<file path="src/rtl/writeback_queue.sv">
// Writeback queue: merges ALU and load results into the integer register file write port.
// Latency: accepted at edge N into an empty queue, presented after edge N+1, committed at N+2.
// Backpressure: ready depends on occupancy only; the ALU needs two free slots while a load is offered.
module writeback_queue #(
    parameter int DEPTH = 4,
    parameter int XLEN  = 64
) (
    input  logic            clk,
    input  logic            rst,
    input  logic            flush,
    input  logic            alu_valid,
    input  logic [4:0]      alu_rd,
    input  logic [XLEN-1:0] alu_data,
    output logic            alu_ready,
    input  logic            mem_valid,
    input  logic [4:0]      mem_rd,
    input  logic [XLEN-1:0] mem_data,
    output logic            mem_ready,
    output logic            reg_write,
    output logic [4:0]      rd_addr,
    output logic [XLEN-1:0] rd_data,
    input  logic [4:0]      rs1_addr,
    input  logic [4:0]      rs2_addr,
    output logic            rs1_pending,
    output logic            rs2_pending
);

    localparam int AW = (DEPTH > 1) ? $clog2(DEPTH) : 1;
    localparam int CW = $clog2(DEPTH + 1);

    typedef struct packed {
        logic [4:0]      rd;
        logic [XLEN-1:0] data;
    } wb_entry_t;

    wb_entry_t        slots [DEPTH];
    logic [AW-1:0]    head;
    logic [AW-1:0]    tail;
    logic [CW-1:0]    count;
    logic [CW-1:0]    free;
    logic             mem_push;
    logic             alu_push;
    logic             pop;
    logic [AW-1:0]    alu_slot;
    logic [DEPTH-1:0] slot_vld;

    assign free = CW'(DEPTH) - count;

    // Readiness ignores a same-cycle pop so it never depends on the drain path.
    assign mem_ready = !flush && (free >= CW'(1));
    assign alu_ready = !flush && (mem_valid ? (free >= CW'(2)) : (free >= CW'(1)));

    // x0 writes complete the handshake but never occupy a slot.
    assign mem_push = mem_valid && mem_ready && (mem_rd != 5'd0);
    assign alu_push = alu_valid && alu_ready && (alu_rd != 5'd0);
    assign pop      = (count != '0);

    // The load is older in program order, so it takes the tail slot first.
    assign alu_slot = tail + AW'(mem_push);

    always_ff @(posedge clk) begin
        if (mem_push) begin
            slots[tail] <= '{rd: mem_rd, data: mem_data};
        end
        if (alu_push) begin
            slots[alu_slot] <= '{rd: alu_rd, data: alu_data};
        end
    end

    always_ff @(posedge clk or posedge rst) begin
        if (rst) begin
            head      <= '0;
            tail      <= '0;
            count     <= '0;
            reg_write <= 1'b0;
            rd_addr   <= '0;
            rd_data   <= '0;
        end else if (flush) begin
            head      <= '0;
            tail      <= '0;
            count     <= '0;
            reg_write <= 1'b0;
        end else begin
            reg_write <= pop;
            if (pop) begin
                {rd_addr, rd_data} <= slots[head];
                head               <= head + AW'(1);
            end
            tail  <= tail + AW'(mem_push) + AW'(alu_push);
            count <= count + CW'(mem_push) + CW'(alu_push) - CW'(pop);
        end
    end

    // A slot is live when its distance from head is below the occupancy.
    always_comb begin
        slot_vld = '0;
        for (int i = 0; i < DEPTH; i++) begin
            slot_vld[i] = (CW'(AW'(i) - head) < count) || (count == CW'(DEPTH));
        end
    end

    always_comb begin
        rs1_pending = 1'b0;
        rs2_pending = 1'b0;
        for (int i = 0; i < DEPTH; i++) begin
            if (slot_vld[i] && (slots[i].rd == rs1_addr)) rs1_pending = 1'b1;
            if (slot_vld[i] && (slots[i].rd == rs2_addr)) rs2_pending = 1'b1;
        end
        if (reg_write && (rd_addr == rs1_addr)) rs1_pending = 1'b1;
        if (reg_write && (rd_addr == rs2_addr)) rs2_pending = 1'b1;
        if (rs1_addr == 5'd0) rs1_pending = 1'b0;
        if (rs2_addr == 5'd0) rs2_pending = 1'b0;
    end

endmodule
</file>
<file path="config.mk">
export PLATFORM = sky130hd
export DESIGN_NAME = writeback_queue
export DESIGN_NICKNAME = d
export VERILOG_FILES = /design/src/rtl/writeback_queue.sv
export SDC_FILE = /design/constraint.sdc
export NUM_CORES = 1
export LEC_CHECK = 0
export CAP_MARGIN = 0
export CORE_MARGIN = 1
export CORE_UTILIZATION = 51
export DETAILED_ROUTE_END_ITERATION = 10
export PLACE_DENSITY_LB_ADDON = 0.1
export SYNTH_ARGS = -nofsm -noshare
export SYNTH_HDL_FRONTEND = slang
export SYNTH_SLANG_ARGS = --single-unit
</file>
<file path="constraint.sdc">
create_clock -name clk -period 5.5 [get_ports clk]
set_input_delay 1.1 -clock clk [delete_from_list [all_inputs] [get_ports clk]]
set_output_delay 1.1 -clock clk [all_outputs]
set_load 0.05 [all_outputs]
</file>
-- Yosys cells after proc, flatten, opt, wreduce, memory -nomap -nowiden
Memories as Yosys holds them, arrays and structs flattened. A register that Yosys moved wholly into a read port is not among the register bits.
Cells that the tools add are included.
- register bits: 8
- bits in writable memories: 276
- word-level logic and storage cells: 84
- memories kept: 1
- add/sub/neg operators: 11
- order comparisons: 6
- equality and inequality tests: 11
- multiplexer cells: 22
- bitwise operators: 1
- reduce and logical (&&, ||, !) cells: 28
- memories (memory ; depth ; bits a word ; rd ports ; clocked after Yosys merged registers in ; write ports ; line ; source):
    slots ; 4 ; 69 ; 5 ; 1 ; 2 ; 36 ; wb_entry_t slots [DEPTH];
- operators by type and width (cell ; number):
    equality test 5 bit ; 10
    2-to-1 mux 1 bit ; 18
    logical AND 1 bit ; 16
    less-than comparator 3 bit ; 4
    zero test 5 bit ; 2
    nonzero test 5 bit ; 2
    adder 3 x 1 -> 3 bit ; 2
    2-to-1 mux 2 bit ; 3
    subtractor 1 x 2 -> 3 bit (first input constant) ; 2
    subtractor 2 x 2 -> 3 bit (first input constant) ; 2
    adder 2 x 1 -> 2 bit ; 2
    logical OR 1 bit ; 4
    equality test 3 bit (second input constant) ; 1
    >= comparator 3 x 1 -> 1 bit (second input constant) ; 1
    >= comparator 3 x 2 -> 1 bit (second input constant) ; 1
    2-to-1 mux 3 bit ; 1
    nonzero test 3 bit ; 1
    subtractor 3 x 1 -> 3 bit ; 1
    subtractor 3 bit (first input constant) ; 1
    adder 2 x 1 -> 2 bit (second input constant) ; 1
    AND reduction 2 bit ; 1
    nonzero test 2 bit ; 1
    zero test 1 bit ; 1
    inverter 1 bit ; 1

-- Logic depth before layout (Yosys ltp)
Gate-level depths: netlist (run 1).
- depth after elaboration: 10
- gate-level depth with buffers: 14
- depth with buffers taken out: 12

-- Worst setup path before layout (run 1)
OpenSTA, ideal clock, no wires.
- kind: input port to flip-flop
- start: input port flush
- end: memory slots[2][0] in the netlist's numbering (enable)
- library setup time: 0.510 ns
- arrival: 5.790 ns
- data required time: 4.990 ns
- path slack: -0.801 ns
- stages on the path: 6
- cells stage by stage: clkbuf_1 > a21oi_1 > o211ai_1 > inv_1 > nand2_1 > o21bai_1
- RTL lines (element ; line ; source):
    start, declared ; 10 ; input logic flush,
    end, declared ; 36 ;

-- Final worst setup path (run 1)
- start: input port rs1_addr[3]
- end: output port rs1_pending
- cells in the longest elaborated chain, start to end: 8
- elaborated cells on any way between the ends: 17
- those cells by class: 5 x eq/ne; 6 x mux; 6 x reduce/logical
- ends and longest elaborated chain (element ; line ; source):
    start, declared ; 22 ; input logic [4:0] rs1_addr,
    equality test 5 bit ; 106 ; if (slot_vld[i] && (slots[i].rd == rs1_addr)) rs1_pending = 1'b1;
    logical AND 1 bit ; 106 ;
    2-to-1 mux 1 bit (4 in a row) ; 106 ;
    2-to-1 mux 1 bit ; 109 ; if (reg_write && (rd_addr == rs1_addr)) rs1_pending = 1'b1;
    2-to-1 mux 1 bit (*) ; 111 ; if (rs1_addr == 5'd0) rs1_pending = 1'b0;
    end, declared ; 24 ; output logic rs1_pending,
Mark *: on every way between the ends. The rest lies on a longest branch, timed or not.

==> results of run 1 <==
-- layout make-up --
type                    instances  area share, %
clock inverters                 9          0.333
multi-input cells             560           32.9
flip-flops and latches        353           46.9
inverters                      14          0.252
clock buffers                  62           5.25
well taps                     455           2.61
repair buffers                250           11.7
diodes                          6         0.0688
-- Yosys cell counts (all sizes together) (4+ instances only) --
cell	number	area, µm²
a21oi	7	35.0
buf	36	480
clkbuf	28	105
dfrtp	77	1930
edfxtp	276	8290
ha	17	213
inv	14	52.6
mux2	345	4400
mux4	69	1550
nand3	10	50.1
nor2	11	41.3
nor3	10	55.1
or4	4	30.0
xnor2	20	175
xor2	35	307
-- layer usage --
metal,GRT usage [%],part of all wire (%)
met2,38.8,51
met3,4.39,5.9
met5,0,0.068
met1,28.6,41
met4,5.65,2.0
-- worst reg2reg max path: stages (launching register included) --
cell and delay [ns]:
dfrtp_1 0.48, inv_1 0.17, ha_1 0.25, ha_1 0.27, nor2b_1 0.19, a21oi_1 0.12, o211ai_1 0.21, inv_1 0.11
ha_1 0.21, xor2_1 0.41, inv_1 0.17, nor3b_4 0.26, o21bai_4 0.48, buf_4 0.39
-- logic make-up (layout without fill, tap and decap cells) --
group                    after synthesis  count (layout)  share of synthesized area, %
multiplexers                         415             415                          33.2
flip-flops                           353             353                          56.8
buffers and inverters                 78             335                          3.55
XOR/XNOR                              55              55                          2.68
AND/OR/NAND/NOR                       48              48                          1.56
AO/OA/AOI/OAI                         23              23                         0.821
adder cells (fa/ha/maj)               19              19                          1.41
other                                  0               6                             0
-- registers in the layout (all words and copies together) (netlist names) --
name	cells
rd_addr	5
rd_data	64
count	3
tail	2
slots	276
reg_write	1
head	2
-- placed cells by master, fill, tap and decap left out, types with 3 or more instances in the layout --
| master | Yosys | final |
|---|---|---|
| ha_1 | 17 | 17 |
| edfxtp_1 | 276 | 276 |
| dfrtp_1 | 77 | 75 |
| or4_1 | 4 | 4 |
| clkbuf_16 | 0 | 41 |
| mux2_1 | 11 | 11 |
| buf_4 | 0 | 15 |
| clkdlybuf4s50_1 | 0 | 226 |
| clkbuf_1 | 28 | 17 |
| nand3_1 | 10 | 10 |
| buf_12 | 12 | 9 |
| diode_2 | 0 | 6 |
| mux2_2 | 196 | 196 |
| a21oi_1 | 7 | 7 |
| xnor2_1 | 20 | 20 |
| nor2_1 | 11 | 10 |
| xor2_1 | 35 | 35 |
| mux4_2 | 69 | 69 |
| nor3_1 | 9 | 9 |
| clkbuf_8 | 0 | 4 |
| inv_1 | 14 | 13 |
| nor2b_1 | 3 | 3 |
| clkinv_1 | 0 | 4 |
| mux2_4 | 138 | 138 |
| o211ai_1 | 3 | 3 |
-- power by group through the flow --
stage	Sequential [mW]	Combinational, mW	Clock [mW]
2_1_floorplan	4.97	2.41	0
3_3_place_gp	4.08	4.67	0
3_5_place_dp	4.11	4.69	0
4_1_cts	4.06	4.71	2.55
5_1_grt	4.12	4.92	2.65
6_report	4.04	4.65	2.50
-- path summary, 6_finish.rpt --
kind / start / to / slack [ns]
setup / recovery: rs1_addr[3] / rs1_pending / 0.89
hold / removal: rd_data[9] / rd_data[9] / 0.50
setup reg to reg: count[1] / slots[2][10] / 1.49
hold reg to reg: rd_data[9] / rd_data[9] / 0.50
max in group asynchronous: rst / rd_addr[2] / 3.40
min in group asynchronous: rst / rd_data[41] / 1.06
-- per-stage QoR --
step / util, % / setup slack [ns] / hold slack [ns]
after detailed placement: 59.4 / 0.610 / 0.494
after global placement: 59.4 / 0.640 / 0.488
after global routing: 63.0 / 0.825 / 0.512
after CTS: 63.0 / 0.920 / 0.507
final: 63.0 / 0.885 / 0.504
after floorplan: - / -0.801 / 0.651
==> results.md, run 1 <==
* Latest clock arrival within the worst-skew pair at 0.52 ns
* CP cell instances: clkdlybuf4s50_1, xor2_1, nor4_1, nand3_1, o211ai_1, o22a_1, clkdlybuf4s50_1
* Period minus WS final at 4.61 ns
* Final Hold Viols at 0
* Synth async-reset ratio at 21.8%
* Top_reg_cell synth: edfxtp_1
* Slowest CP cell: clkdlybuf4s50_1
* Setup TNS at 0 ns
* Kind of critical path: in2out
* Clock tree from TritonCTS: yes
* Layout cell share with drive strength beyond 1 at 39.3%
* Largest net degree at the start of global routing at 70
* Final Cell Area at 0.0218 mm²
* Number of global-route vias before repair at 10300
* CP Max Fanout at 6
* # placed instances at 1632
* Mapped Area at 0.0180 mm²
* Static leakage at 7.68 nW
* Dpl cell area at 0.0206 mm²
* CTS Buf Count at 40
* 1st-pass router iterations at 4
* Final number of setup-violating endpoints at 0
* Reported net switching power at 3.90 mW
* Nets at 1391
* Yosys synthesis warning count at 0
* CP required at 4.40 ns
* Syn Nets at 1163
* Max Clk Rate at 217 MHz
* Initial core utilization at 51.9%
* RSZ-0062 raised after global routing: false
* Maximum vdd drop at 0.000312 V
* Max Transition Viols Final at 0
* Post-route DRC violation count at 0
* Clock skew at 0.0158 ns
* Num rows at 68
* Post-CTS Resized at 0
* Tcrit/Tclk final at 83.9%
* Non-filler cells in the finished layout at 1709
* Hold Buf Count CTS at 0
* HPWL Detailed at 23800 µm
* Multi-input logic area at 0.00718 mm²
* Result of the run: complete, no violations
* Initial antenna violation count at 8
* Critical Path End Type: output pin
* Core Footprint at 0.0346 mm²
* P&R area growth vs syn at 21.3%
* Clock network power share at 22.3%
* Routed length per instance at 23.1 µm
* Seq cells post-synth at 353
* Critical path's largest stage delay at 0.80 ns
* DIE WIDTH at 190 µm
* IO Port Bufs at 226
* Critical Path AT at 3.51 ns
* Hold Path Depth at 1
* CP Launch Type: input pin
* Hold Crit Class: reg2reg
* Yosys cell types at 39
* R2R cell count at 13
* Final wirelength at 39500 µm
* Mapped Cells at 991
* EDFF count, synth at 276
* FF+latch area at 0.0102 mm²
* Clock root buffer: clkbuf_16
* H-tree levels at 2
* Die area at 0.0360 mm²
* Sw frac at 34.9%
* PD cells at 513 mW/mm²
* Seq/Total Area, Yosys at 56.8%
* Top Ports at 227
* Slew margin rel. at 30.2%
* Pwr Total at 11.2 mW
* First-pass GRT wire length at 60400 µm
* Die height at 190 µm
* CTS sink count at 353
* WP depth at 7
* Clock Pin Slew Worst Setup and Hold Paths at 0.06 ns
* RePlAce Congestion at 0.888
* Clock Tree Buf Depth at 3
* Congestion Overflow GR at 0
* Iteration-0 DRC count of the detailed router at 470
* Critical Path Most Common Cell: clkdlybuf4s50_1
* Pint at 7.29 mW
* Post-DRT Antenna Nets at 0
* Avg Vias per Cell at 5.64
* Flop pwr share at 36.2%
* GRT Total Usage at 22.3%
* Worst slew pin tran at 1.04 ns
* Via count at 9638
* Filler cells at 2520
* Worst path bufs/invs at 2
* Top delay family on crit path: buffers and inverters
* Combinational Power Share at 41.5%
* Avg Cell Area, Syn at 18.1 µm²
* Post-CTS Setup Inserts at 0
* MaxCap Viol Count at 0
No activity file was read; power rests on OpenSTA's default activity.
==> run 2: changes to the inputs <==
CORE_UTILIZATION = 56   (was 51)
clock period = 4.4 ns   (was 5.5 ns; I/O delays follow)
==> run 2 against run 1 <==
Hold slack got worse by 0.00095 ns. First-iteration DRC count rose by 17%. Register-to-register slack worse by 0.88 ns. Clock power up 28%. Non-clock buffer count increased by 11. Design area increased by 0.75%. Power grew 26%. Clock-buffer cell count is 4 lower. Sequential share of layout area fell by 0.35 points. Critical endpoint is now alu_ready. Via count up 0.77%. Clock skew shrank 0.0026 ns.
==> results.md, run 2 (synthesized netlist as in run 1, its figures left out) <==
* Clock tree from TritonCTS: yes
* Hold Crit Class: reg2reg
* PD cells at 643 mW/mm²
* DIE WIDTH at 181 µm
* Final Hold Viols at 0
* Via count at 9712
* Max Transition Viols Final at 0
* Final number of setup-violating endpoints at 0
* Routed length per instance at 23.7 µm
* Commonest non-fill, non-tap cell in the layout: edfxtp_1
* CP cell instances: inv_1, ha_1, ha_1, nor2b_1, o21a_1, nor2_1, clkdlybuf4s50_1
* Clock Pin Slew Worst Setup and Hold Paths at 0.06 ns
* Slew margin rel. at 33.4%
* Die area at 0.0328 mm²
* Initial antenna violation count at 2
* GRT Total Usage at 24.6%
* Core Footprint at 0.0316 mm²
* Clock Tree Buf Depth at 3
* Nets at 1401
* Reg with most FFs: slots
* RR Endpoint: slots[2][47]
* CP Max Fanout at 5
* RePlAce Congestion at 0.881
* Critical Path End Type: output pin
* Slowest CP cell: clkdlybuf4s50_1
* Post-CTS Resized at 0
* Largest net degree at the start of global routing at 71
* 1st-pass router iterations at 4
* Max Clk Rate at 261 MHz
* Final wirelength at 39300 µm
* Layout cell share with drive strength beyond 1 at 40.3%
* Hold Buf Count CTS at 0
* P&R area growth vs syn at 22.2%
* Maximum vdd drop at 0.000449 V
* HPWL Detailed at 24600 µm
* Critical Path AT at 2.95 ns
* Post-DRT Antenna Nets at 0
* IO Port Bufs at 226
* Congestion Overflow GR at 0
* Initial core utilization at 57.0%
* Avg Vias per Cell at 5.84
* Setup TNS at 0 ns
* Latest clock arrival within the worst-skew pair at 0.52 ns
* R2R Path Start: count[1]
* Critical path's largest stage delay at 0.86 ns
* MaxCap Viol Count at 0
* Kind of critical path: reg2out
* Iteration-0 DRC count of the detailed router at 551
* Static leakage at 7.78 nW
* Top Ports at 227
* Worst hold margin at 0.503 ns
* Clock skew at 0.0131 ns
* Critical Path Most Common Cell: ha_1
* Die height at 181 µm
* Post-CTS Setup Inserts at 0
* CP required at 3.52 ns
* CTS sink count at 353
* Worst setup endpoint: alu_ready
* First-pass GRT wire length at 60900 µm
* Worst slew pin tran at 0.999 ns
* Number of global-route vias before repair at 10300
* Period minus WS final at 3.83 ns
* Clock root buffer: clkbuf_16
* CTS Buf Count at 39
* Most frequent cells in the layout: edfxtp_1, clkdlybuf4s50_1, mux2_2
* RSZ-0062 raised after global routing: false
* Crit path launch: count[1]
* R2R cell count at 13
* Result of the run: complete, no violations
* Tcrit/Tclk final at 87.1%
* R2R Setup Slk at 0.61 ns
* Num rows at 65
* CP Launch Type: register
* Number of flip-flops in the largest register at 276
* Post-route DRC violation count at 0
* H-tree levels at 2
* Regs by FF count: slots x276, rd_data x64, rd_addr x5
[run 2: layout make-up]
type / count / area, µm²
multi-input combinational: 560 / 7190
sequential: 353 / 10200
clock buffer: 58 / 1150
antenna: 1 / 2.50
tap: 402 / 503
timing repair buffer: 261 / 2750
fill: 2118 / 9570
inverter: 14 / 55.1
clock inverter: 13 / 116
[run 2: worst min-delay path by stage]
stage | depth (start not counted) | slack, ns | start | to
floorplan | 3 | 0.65 | count[2] | count[2]
global placement | 1 | 0.49 | rd_data[32] | rd_data[32]
detailed placement | 1 | 0.49 | rd_data[46] | rd_data[46]
CTS | 1 | 0.51 | rd_data[46] | rd_data[46]
global route | 1 | 0.51 | rd_data[62] | rd_data[62]
finish | 1 | 0.50 | rd_data[24] | rd_data[24]
[run 2: stage by stage]
stage	setup slack [ns]	total power, mW	utilization, %	cells	instance area, µm²
floorplan	0.192	9.20	-	991	18000
global placement	0.116	11.0	65.6	1590	20700
detailed placement	0.0819	11.0	65.6	1590	20700
CTS	0.552	14.3	69.7	1661	22000
global route	0.341	14.8	69.7	1661	22000
finish	0.566	14.1	69.7	1662	22000
[run 2: routing by layer]
| metal | wire, µm | global-route usage, % | up-vias | share of wire (%) |
|---|---|---|---|---|
| li1 | - | - | 4379 | - |
| met1 | 16600 | 33.1 | 5017 | 42 |
| met2 | 19700 | 41.3 | 258 | 50 |
| met3 | 2210 | 4.47 | 54 | 5.6 |
| met4 | 822 | 6.92 | 4 | 2.1 |
| met5 | 31 | 0 | - | 0.079 |
[run 2: power breakdown]
part / switching, mW / internal [mW]
Combinational: 3.18 / 2.66
Sequential: 0.444 / 4.66
Clock: 1.27 / 1.92
Total: 4.90 / 9.25
[run 2: worst max-delay path, delay by kind of cell (launching register included)]
kind                     cells  cell delay, ns
flip-flops                   1            0.45
buffers and inverters        2            1.02
adder cells (fa/ha/maj)      2            0.50
AO/OA/AOI/OAI                1            0.12
AND/OR/NAND/NOR              2            0.35
